## src/rtl/fetch_pkg.sv

```systemverilog
// Shared types and default widths for the instruction-fetch front end.
package fetch_pkg;

    localparam int unsigned DEF_ADDR_W = 32;
    localparam int unsigned DEF_DATA_W = 32;
    localparam int unsigned DEF_DEPTH  = 4;

    typedef enum logic [1:0] {
        BOOT,
        RUN,
        HOLD
    } fetch_state_t;

    typedef struct packed {
        logic [DEF_DATA_W-1:0] inst;
        logic [DEF_ADDR_W-1:0] pc;
    } fetch_entry_t;

endpackage

```

## src/rtl/fetch_fifo.sv

```systemverilog
// Synchronous DEPTH-entry FIFO with push, pop, flush and occupancy count.
// Flush resets pointers only; storage is cleared by reset alone.
module fetch_fifo
    import fetch_pkg::*;
#(
    parameter int unsigned DEPTH   = DEF_DEPTH,
    parameter type         entry_t = fetch_entry_t
) (
    input  logic                     clk,
    input  logic                     rst,
    input  logic                     push,
    input  entry_t                   push_data,
    input  logic                     pop,
    input  logic                     flush,
    output entry_t                   head,
    output logic [$clog2(DEPTH):0]   count
);

    localparam int unsigned PTR_W = $clog2(DEPTH);
    localparam int unsigned CNT_W = PTR_W + 1;

    entry_t             mem_q [DEPTH];
    entry_t             mem_d [DEPTH];
    logic [PTR_W-1:0]   wr_q, wr_d;
    logic [PTR_W-1:0]   rd_q, rd_d;
    logic [CNT_W-1:0]   cnt_q, cnt_d;

    always_comb begin
        mem_d = mem_q;
        wr_d  = wr_q;
        rd_d  = rd_q;
        cnt_d = cnt_q;
        if (flush) begin
            wr_d  = '0;
            rd_d  = '0;
            cnt_d = '0;
        end else begin
            if (push) begin
                mem_d[wr_q] = push_data;
                wr_d        = wr_q + 1'b1;
            end
            if (pop) begin
                rd_d = rd_q + 1'b1;
            end
            case ({push, pop})
                2'b10:   cnt_d = cnt_q + 1'b1;
                2'b01:   cnt_d = cnt_q - 1'b1;
                default: cnt_d = cnt_q;
            endcase
        end
    end

    always_ff @(posedge clk) begin
        if (!rst) begin
            mem_q <= '{default: '0};
            wr_q  <= '0;
            rd_q  <= '0;
            cnt_q <= '0;
        end else begin
            mem_q <= mem_d;
            wr_q  <= wr_d;
            rd_q  <= rd_d;
            cnt_q <= cnt_d;
        end
    end

    assign head  = mem_q[rd_q];
    assign count = cnt_q;

endmodule

```

## src/rtl/inst_fetch_queue.sv

```systemverilog
// Decoupled instruction fetch: PC/credit/FSM control feeding a fetch_fifo.
// Optional perf counters are enabled with the FETCH_PERF_EN macro.
module inst_fetch_queue
    import fetch_pkg::*;
#(
    parameter int unsigned        ADDR_W   = DEF_ADDR_W,
    parameter int unsigned        DATA_W   = DEF_DATA_W,
    parameter int unsigned        DEPTH    = DEF_DEPTH,
    parameter logic [ADDR_W-1:0]  RESET_PC = '0
) (
    input  logic               clk,
    input  logic               rst,
    input  logic               halt,
    input  logic               redir_valid,
    input  logic [ADDR_W-1:0]  redir_pc,
    output logic               imem_req,
    output logic [ADDR_W-1:0]  imem_addr,
    input  logic [DATA_W-1:0]  imem_rdata,
    output logic               out_valid,
    input  logic               out_ready,
    output logic [DATA_W-1:0]  out_inst,
    output logic [ADDR_W-1:0]  out_pc
`ifdef FETCH_PERF_EN
    ,
    output logic [31:0]        perf_fetched,
    output logic [31:0]        perf_flushed
`endif
);

    localparam int unsigned CNT_W = $clog2(DEPTH) + 1;
    localparam logic [CNT_W:0] DEPTH_C = DEPTH[CNT_W:0];

    typedef struct packed {
        logic [DATA_W-1:0] inst;
        logic [ADDR_W-1:0] pc;
    } entry_t;

    fetch_state_t       state_q, state_d;
    logic [ADDR_W-1:0]  pc_q, pc_d;
    logic [ADDR_W-1:0]  req_pc_q, req_pc_d;
    logic               inflight_q, inflight_d;
    logic               kill_q, kill_d;

    logic [CNT_W-1:0]   fifo_count;
    logic [CNT_W:0]     occupancy;
    entry_t             fifo_head;
    entry_t             push_data;
    logic               pop, push, response, issue;

    assign out_valid = (fifo_count != '0);
    assign pop       = out_valid & out_ready;
    assign response  = inflight_q & ~kill_q;
    assign push      = response & ~redir_valid;

    // Credits count queued plus in-flight entries, minus the head leaving now.
    assign occupancy = {1'b0, fifo_count} + {{CNT_W{1'b0}}, inflight_q}
                     - {{CNT_W{1'b0}}, pop};
    assign issue     = (state_q == RUN) & ~halt & ~redir_valid & (occupancy < DEPTH_C);

    assign imem_req  = issue;
    assign imem_addr = pc_q;
    assign push_data = '{inst: imem_rdata, pc: req_pc_q};

    always_comb begin
        state_d = state_q;
        unique case (state_q)
            BOOT:    state_d = halt ? HOLD : RUN;
            RUN:     if (halt)  state_d = HOLD;
            HOLD:    if (!halt) state_d = RUN;
            default: state_d = BOOT;
        endcase
    end

    always_comb begin
        pc_d       = pc_q;
        req_pc_d   = req_pc_q;
        inflight_d = 1'b0;
        kill_d     = 1'b0;
        if (redir_valid) begin
            pc_d   = redir_pc;
            kill_d = inflight_q;
        end else if (issue) begin
            pc_d       = pc_q + 1'b1;
            req_pc_d   = pc_q;
            inflight_d = 1'b1;
        end
    end

    always_ff @(posedge clk) begin
        if (!rst) begin
            state_q    <= BOOT;
            pc_q       <= RESET_PC;
            req_pc_q   <= '0;
            inflight_q <= 1'b0;
            kill_q     <= 1'b0;
        end else begin
            state_q    <= state_d;
            pc_q       <= pc_d;
            req_pc_q   <= req_pc_d;
            inflight_q <= inflight_d;
            kill_q     <= kill_d;
        end
    end

    fetch_fifo #(
        .DEPTH   (DEPTH),
        .entry_t (entry_t)
    ) u_fifo (
        .clk       (clk),
        .rst       (rst),
        .push      (push),
        .push_data (push_data),
        .pop       (pop),
        .flush     (redir_valid),
        .head      (fifo_head),
        .count     (fifo_count)
    );

    assign out_inst = fifo_head.inst;
    assign out_pc   = fifo_head.pc;

`ifdef FETCH_PERF_EN
    logic [31:0] fetched_q, fetched_d;
    logic [31:0] flushed_q, flushed_d;
    logic        discard;

    // A redirect counts only if something besides the departing head is lost.
    assign discard = (fifo_count > CNT_W'(pop)) | response;

    always_comb begin
        fetched_d = fetched_q;
        flushed_d = flushed_q;
        if (pop && (fetched_q != '1)) begin
            fetched_d = fetched_q + 1'b1;
        end
        if (redir_valid && discard && (flushed_q != '1)) begin
            flushed_d = flushed_q + 1'b1;
        end
    end

    always_ff @(posedge clk) begin
        if (!rst) begin
            fetched_q <= '0;
            flushed_q <= '0;
        end else begin
            fetched_q <= fetched_d;
            flushed_q <= flushed_d;
        end
    end

    assign perf_fetched = fetched_q;
    assign perf_flushed = flushed_q;
`endif

endmodule

```

## config.mk

```make
export PLATFORM = sky130hd
export DESIGN_NAME = inst_fetch_queue
export DESIGN_NICKNAME = d
export VERILOG_FILES = /design/src/rtl/fetch_pkg.sv /design/src/rtl/fetch_fifo.sv /design/src/rtl/inst_fetch_queue.sv
export SDC_FILE = /design/constraint.sdc
export NUM_CORES = 1
export LEC_CHECK = 0
export CORE_ASPECT_RATIO = 0.6
export CORE_UTILIZATION = 45
export CTS_CLUSTER_DIAMETER = 80
export DETAILED_ROUTE_END_ITERATION = 7
export HOLD_SLACK_MARGIN = 0.05
export PLACE_DENSITY = 0.68
export SKIP_LAST_GASP = 1
export SLEW_MARGIN = 20
export SYNTH_ARGS = -nofsm -noshare
export SYNTH_HDL_FRONTEND = slang
export SYNTH_SLANG_ARGS = --single-unit
export TNS_END_PERCENT = 50
```

## constraint.sdc

```tcl
create_clock -name clk -period 4.6 [get_ports clk]
set_input_delay 0.92 -clock clk [delete_from_list [all_inputs] [get_ports clk]]
set_output_delay 0.92 -clock clk [all_outputs]
set_load 0.05 [all_outputs]
```

# --- Word-level counts from Yosys, hierarchy flattened ---
# Cells that the tools add are included.
totals:
  wordCells: 69
  ff_bits: 331
classes:
  n_eq_ne: 6
  addsub: 7
  mux: 14
  n_reduce_logical: 10
  n_bitwise: 12
  order_cmp: 4
op_table:
  columns: ["op", "count"]
  rows:
  - ["256-bit bitwise mux", 1]
  - ["64-bit two-way mux", 3]
  - ["64-bit binary-select mux with 2-bit select", 1]
  - ["64-bit demux with 2-bit select", 1]
  - ["32-bit two-way mux", 2]
  - ["32-bit by 1-bit adder with 32-bit output, second input constant", 1]
  - ["2-bit AND reduction", 4]
  - ["1-bit AND", 6]
  - ["3-bit greater-or-equal comparator, second input constant", 2]
  - ["2-bit two-way mux", 3]
  - ["2-bit NOT with 3-bit output", 2]
  - ["2-bit one-hot mux with 3 select lines", 1]
  - ["3-bit one-hot mux with 2 select lines", 1]
  - ["2-bit by 1-bit adder with 2-bit output, second input constant", 2]
  - ["3-bit by 1-bit adder with 4-bit output", 1]
  - ["2-bit by 1-bit == test with 1-bit output, second input constant", 2]
  - ["2-bit == test, second input constant", 2]
  - ["4-bit by 3-bit < comparator with 1-bit output, second input constant", 1]
  - ["2-bit inequality test, second input constant", 2]
  - ["1-bit NOT", 4]
  - ["2-bit nonzero test", 2]
  - ["4-bit by 1-bit subtractor with 4-bit output", 1]
  - ["3-bit by 1-bit adder with 3-bit output, second input constant", 1]
  - ["3-bit by 1-bit < comparator with 1-bit output, second input constant", 1]
  - ["6 further kinds", 6]

# --- Longest topological paths before layout ---
# Gate-level depths: netlist of the first run.
depth:
  ltp_word: 7
  depth_mapped: 12
  ltp_nobuf: 10

# --- Modules after synthesis ---
# A second synthesis of the first run with hierarchy kept.
hier_totals:
  hier_cells: 1668
  hier_area_um2: 16032.9
modules_own_cells:
  columns: ["mod", "n_inst", "area_each_um2", "cells_per_inst"]
  rows:
  - ["fetch_fifo", 1, 12409.4, 1229]
  - ["inst_fetch_queue", 1, 3623.5, 439]

# --- Worst setup path after synthesis of the first run ---
# Ideal clock, no wire load.
synth_path:
  path_type: "in2out"
  startpoint: "input port out_ready"
  endpoint: "output port imem_req"
  arrival_time_ps: 3223
  stages: 10
  setup_slack_ps: 457
  path_buffers: 2
  path_cell_list: "and2_1 -> ha_1 -> inv_1 -> ha_1 -> or3b_1 -> o22a_1 -> o32a_1 -> buf_6 -> clkbuf_1 -> inv_1"
synth_via:
  elab_chain_len: 4
synth_rtl:
  columns: ["element", "line", "text"]
  rows:
  - ["start, declared", "inst_fetch_queue.sv:20", "input logic out_ready,"]
  - ["1-bit AND", "inst_fetch_queue.sv:51", "assign pop = out_valid & out_ready;"]
  - ["4-bit by 1-bit subtractor with 4-bit output", "inst_fetch_queue.sv:57", "- {{CNT_W{1'b0}}, pop};"]
  - ["4-bit by 3-bit < comparator with 1-bit output", "inst_fetch_queue.sv:58", "assign issue = (state_q == RUN) & ~halt & ~redir_valid & (occupancy < DEPTH_C);"]
  - ["1-bit AND", "inst_fetch_queue.sv:58", null]
  - ["end, declared", "inst_fetch_queue.sv:16", "output logic imem_req,"]
# Every way passes these cells.

# --- Worst setup path in the final report of the first run ---
layout_path:
  startpoint: "input port out_ready"
  endpoint: "output port imem_req"
layout_via:
  elab_chain_len: 4
layout_rtl:
  columns: ["element", "line", "text"]
  rows:
  - ["1-bit AND", "inst_fetch_queue.sv:51", null]
  - ["named net pop", "inst_fetch_queue.sv:48", "logic pop, push, response, issue;"]
  - ["4-bit by 1-bit subtractor with 4-bit output", "inst_fetch_queue.sv:57", null]
  - ["4-bit by 3-bit < comparator with 1-bit output", "inst_fetch_queue.sv:58", null]
  - ["1-bit AND", "inst_fetch_queue.sv:58", null]
# The timed path passes the listed nets, and every way through them passes these cells.

==> results of run 1 <==
==> final cells by class <==
class | count | area (sq um) | area share (%)
clock buffers | 40 | 880 | 5.19
clock inverters | 16 | 189 | 1.11
inverters | 16 | 67.6 | 0.399
multi-input cells | 1158 | 6710 | 39.6
flip-flops and latches | 331 | 6630 | 39.1
well taps | 408 | 510 | 3.01
repair buffers | 189 | 1960 | 11.5
==> per-stage QoR <==
stage	instance area (sq um)	hold WS [ns]	setup WS, ns
3_3_place_gp	15900	0.439	0.310
2_1_floorplan	13900	0.433	0.457
3_5_place_dp	15900	0.444	0.269
4_1_cts	16900	0.452	0.253
6_report	16900	0.451	0.221
5_1_grt	16900	0.465	0.108
==> per-layer routing <==
layer	routed length, microns	vias to the layer above	GRT usage, %
li1	-	5771	-
met2	18000	352	40.6
met4	588	0	4.88
met5	0	-	0
met3	2180	38	3.33
met1	18500	5879	35.2
==> sequential cells by signal, indices dropped and copies added (netlist names) <==
register and cells:
inflight_q 1, u_fifo.rd_q 2, req_pc_q 32, kill_q 1
u_fifo.wr_q 2, u_fifo.count 3, imem_addr 32, u_fifo.mem_q 256
state_q 2
==> cells in the mapped netlist (2+ instances only) <==
| cell | n |
|---|---|
| or3b_1 | 2 |
| or2_2 | 2 |
| o311ai_0 | 2 |
| o31a_1 | 2 |
| dfxtp_1 | 331 |
| nand4_1 | 12 |
| clkbuf_1 | 103 |
| xnor2_1 | 4 |
| and3_1 | 9 |
| nand2_1 | 537 |
| nor3b_1 | 7 |
| mux2i_1 | 32 |
| o22a_1 | 2 |
| nand3_1 | 19 |
| and4_1 | 2 |
| or3_1 | 11 |
| a211oi_1 | 2 |
| a21oi_1 | 262 |
| nor4b_1 | 7 |
| a31oi_1 | 18 |
| buf_1 | 18 |
| nor3_1 | 6 |
| o31ai_1 | 7 |
| inv_1 | 16 |
| and2_1 | 2 |
| nor2_1 | 60 |
| mux4_2 | 64 |
| ha_1 | 10 |
| or4_1 | 12 |
| o32a_1 | 2 |
| nor4_1 | 3 |
| o21ai_0 | 44 |
| xor2_1 | 3 |
| o22ai_1 | 2 |
==> report_power, final <==
group          internal, mW  total [mW]  switching [mW]
logic                 0.124       0.323           0.200
clock network          1.57        2.68            1.12
registers              2.89        2.93          0.0439
total                  4.58        5.94            1.36
==> worst min path at each step <==
stage / from / end / slack (ns) / cells after the start
final: u_fifo.mem_q[61]$_SDFFE_PN0P_ / u_fifo.mem_q[61]$_SDFFE_PN0P_ / 0.45 / 2
after detailed placement: u_fifo.mem_q[32]$_SDFFE_PN0P_ / u_fifo.mem_q[32]$_SDFFE_PN0P_ / 0.44 / 2
after CTS: u_fifo.mem_q[32]$_SDFFE_PN0P_ / u_fifo.mem_q[32]$_SDFFE_PN0P_ / 0.45 / 2
after floorplan: u_fifo.mem_q[115]$_SDFFE_PN0P_ / u_fifo.mem_q[115]$_SDFFE_PN0P_ / 0.43 / 2
after global placement: u_fifo.mem_q[186]$_SDFFE_PN0P_ / u_fifo.mem_q[186]$_SDFFE_PN0P_ / 0.44 / 2
after global routing: u_fifo.mem_q[32]$_SDFFE_PN0P_ / u_fifo.mem_q[32]$_SDFFE_PN0P_ / 0.46 / 2
==> kinds of logic after synthesis <==
| group | count (synthesis) |
|---|---|
| adders and majority gates | 11 |
| and+or+nand+nor | 694 |
| AOI/OAI and AO/OA | 350 |
| xor gates and xnor gates | 7 |
| muxes | 96 |
| DFF | 331 |
| buffers and inverters | 139 |
==> worst max-delay path: stages <==
cell             delay [ns]
clkdlybuf4s50_1        0.46
and2_1                 0.25
ha_1                   0.19
inv_1                  0.04
ha_1                   0.22
or3b_1                 0.39
o22a_1                 0.26
o32a_2                 0.40
inv_1                  0.17
buf_12                 0.16
==> key figures, run 1 <==
Clocking
  • CTS sink count: 331
  • Worst-case clock buffer depth: 3
  • H-tree levels: 1
  • Worst skew pair latency: 0.56 ns
  • Post-CTS Repair Setup Buffers: 0
  • Cts hold-fix bufs: 0
  • Clock buffer count from CTS: 31
  • Resized Gates After CTS: 0
  • Clock-pin slew on the worst setup and hold paths: 0.06 ns
  • Root Driver: clkbuf_16
  • CTS tree: yes

Finish
  • Fin cells: 2158
  • Area Overhead vs Synth: 22.4%
  • Most frequent cells in the layout: nand2_1, dfxtp_1, a21oi_1
  • Final core utilization: 56.3%
  • Fin nets: 1807
  • Share of cells above drive strength 1: 8.97%
  • ANT cells: 0
  • Fillers: 2685
  • Most common cell after layout, fill and taps aside: nand2_1

Global routing
  • Vias in the first global route: 11600
  • Total GRT Usage: 24.8%
  • Initial antenna violation count: 0
  • Total grt overflow: 0
  • Largest net degree at the start of global routing: 122
  • Global-route wire length before repair: 62800 microns

Logic synthesis
  • Post-synth top area share: 47.8%
  • Synth Area in Adders: 1.05%
  • Sequential cell area fraction in the yosys report: 47.8%
  • #FFs+latches synth: 331
  • Simple-gate share of the synthesized area: 20.7%
  • Synth warn: 0
  • Synth Area per Inst: 8.51 sq um
  • Cell Area, Synth: 13900 sq um
  • Synth Instances: 1628
  • Syn_nets: 1708
  • Yosys cell types: 47
  • Area contributors post-synth: dfxtp_1, nand2_1, mux4_2
  • Synth Area in Compound Gates: 13.4%
  • Largest family of logic cells by synthesized area: simple AND/OR/NAND/NOR gates
  • Synth area leader: dfxtp_1
  • Primary FF master, synth: dfxtp_1
  • Mux contribution to synthesized area: 12.7%
  • Post-synth EDFFs: 0
  • XOR/XNOR share of the synthesized area: 0.443%
  • Async SR Flop Fraction: 0%

Die
  • Core area: 30100 sq um
  • # IOs: 167
  • Die Ht: 138 microns
  • Die W: 228 microns
  • Initial core utilization: 46.0%
  • DIE AREA: 31500 sq um
  • Rows: 49

Timing
  • Clock skew: 0.0150 ns
  • Fmax: 228 MHz
  • Pins Over Slew Limit: 0
  • Total negative slack: 0 ns
  • Final Setup Violations: 0
  • RSZ-0062 raised after global routing: no
  • Tcrit/Tclk final: 95.2%
  • Final hold vios: 0
  • Worst Tran Pin Value: 0.781 ns
  • Relative slew margins: 47.9%
  • Minimum clock period: 4.38 ns

Detailed routing
  • Routed vias: 12000
  • Iter 0 DRT Violations: 937
  • Via density: 5.58
  • Drt drc: 0
  • Total Wirelength: 39200 microns
  • Final ANT Viol Nets: 0
  • WL/cell: 18.2 microns
  • Drt pass-1 iters: 5

Worst setup path
  • CP startpoint: out_ready
  • Worst EP arrival: 3.46 ns
  • FF-to-FF End: imem_addr[9]$_SDFFE_PN0P_
  • Worst r2r path cells: 11
  • Setup Crit Path Kind: in2out
  • CP Max Fanout: 5
  • Reg-to-reg critical path startpoint: u_fifo.count[2]$_SDFFE_PP0P_
  • Startpoint types: primary input
  • CP Data Required Time: 3.68 ns
  • R2r setup slk: 1.03 ns
  • Worst setup path end: imem_req
  • Crit. End Element: primary output

Outcome
  • Status: finished, final reports clean

Place
  • Final Wtd Congestion: 0.905
  • Post-DP HPWL: 23900 microns
  • Dpl cells: 2102
  • Port buffer count: 166

Power and ir drop
  • Total power: 5.94 mW
  • Leakage: 5.57 nW
  • Worst VDD drop: 271 uV
  • PwrDens: 351 nW/um^2

Flow run
  • MaxCap Viol Count: 0

Min path
  • Worst hold path type: reg2reg
(Power assumes the default switching activity.)
==> run 2: changes to the inputs <==
--- a/config.mk
+++ b/config.mk
@@ -5,6 +5,7 @@
 export SDC_FILE = /design/constraint.sdc
 export NUM_CORES = 1
 export LEC_CHECK = 0
+export CAP_MARGIN = 15
 export CORE_ASPECT_RATIO = 0.6
 export CORE_UTILIZATION = 45
 export CTS_CLUSTER_DIAMETER = 80
==> results of run 2 <==
Same layout as run 1: the final DEF is identical, and so are final timing and power.
==> run 3: changes to the inputs <==
--- a/config.mk
+++ b/config.mk
@@ -17,4 +17,3 @@
 export SYNTH_ARGS = -nofsm -noshare
 export SYNTH_HDL_FRONTEND = slang
 export SYNTH_SLANG_ARGS = --single-unit
-export TNS_END_PERCENT = 50
==> results of run 3 <==
Same layout as run 1: the final DEF is identical, and so are final timing and power.
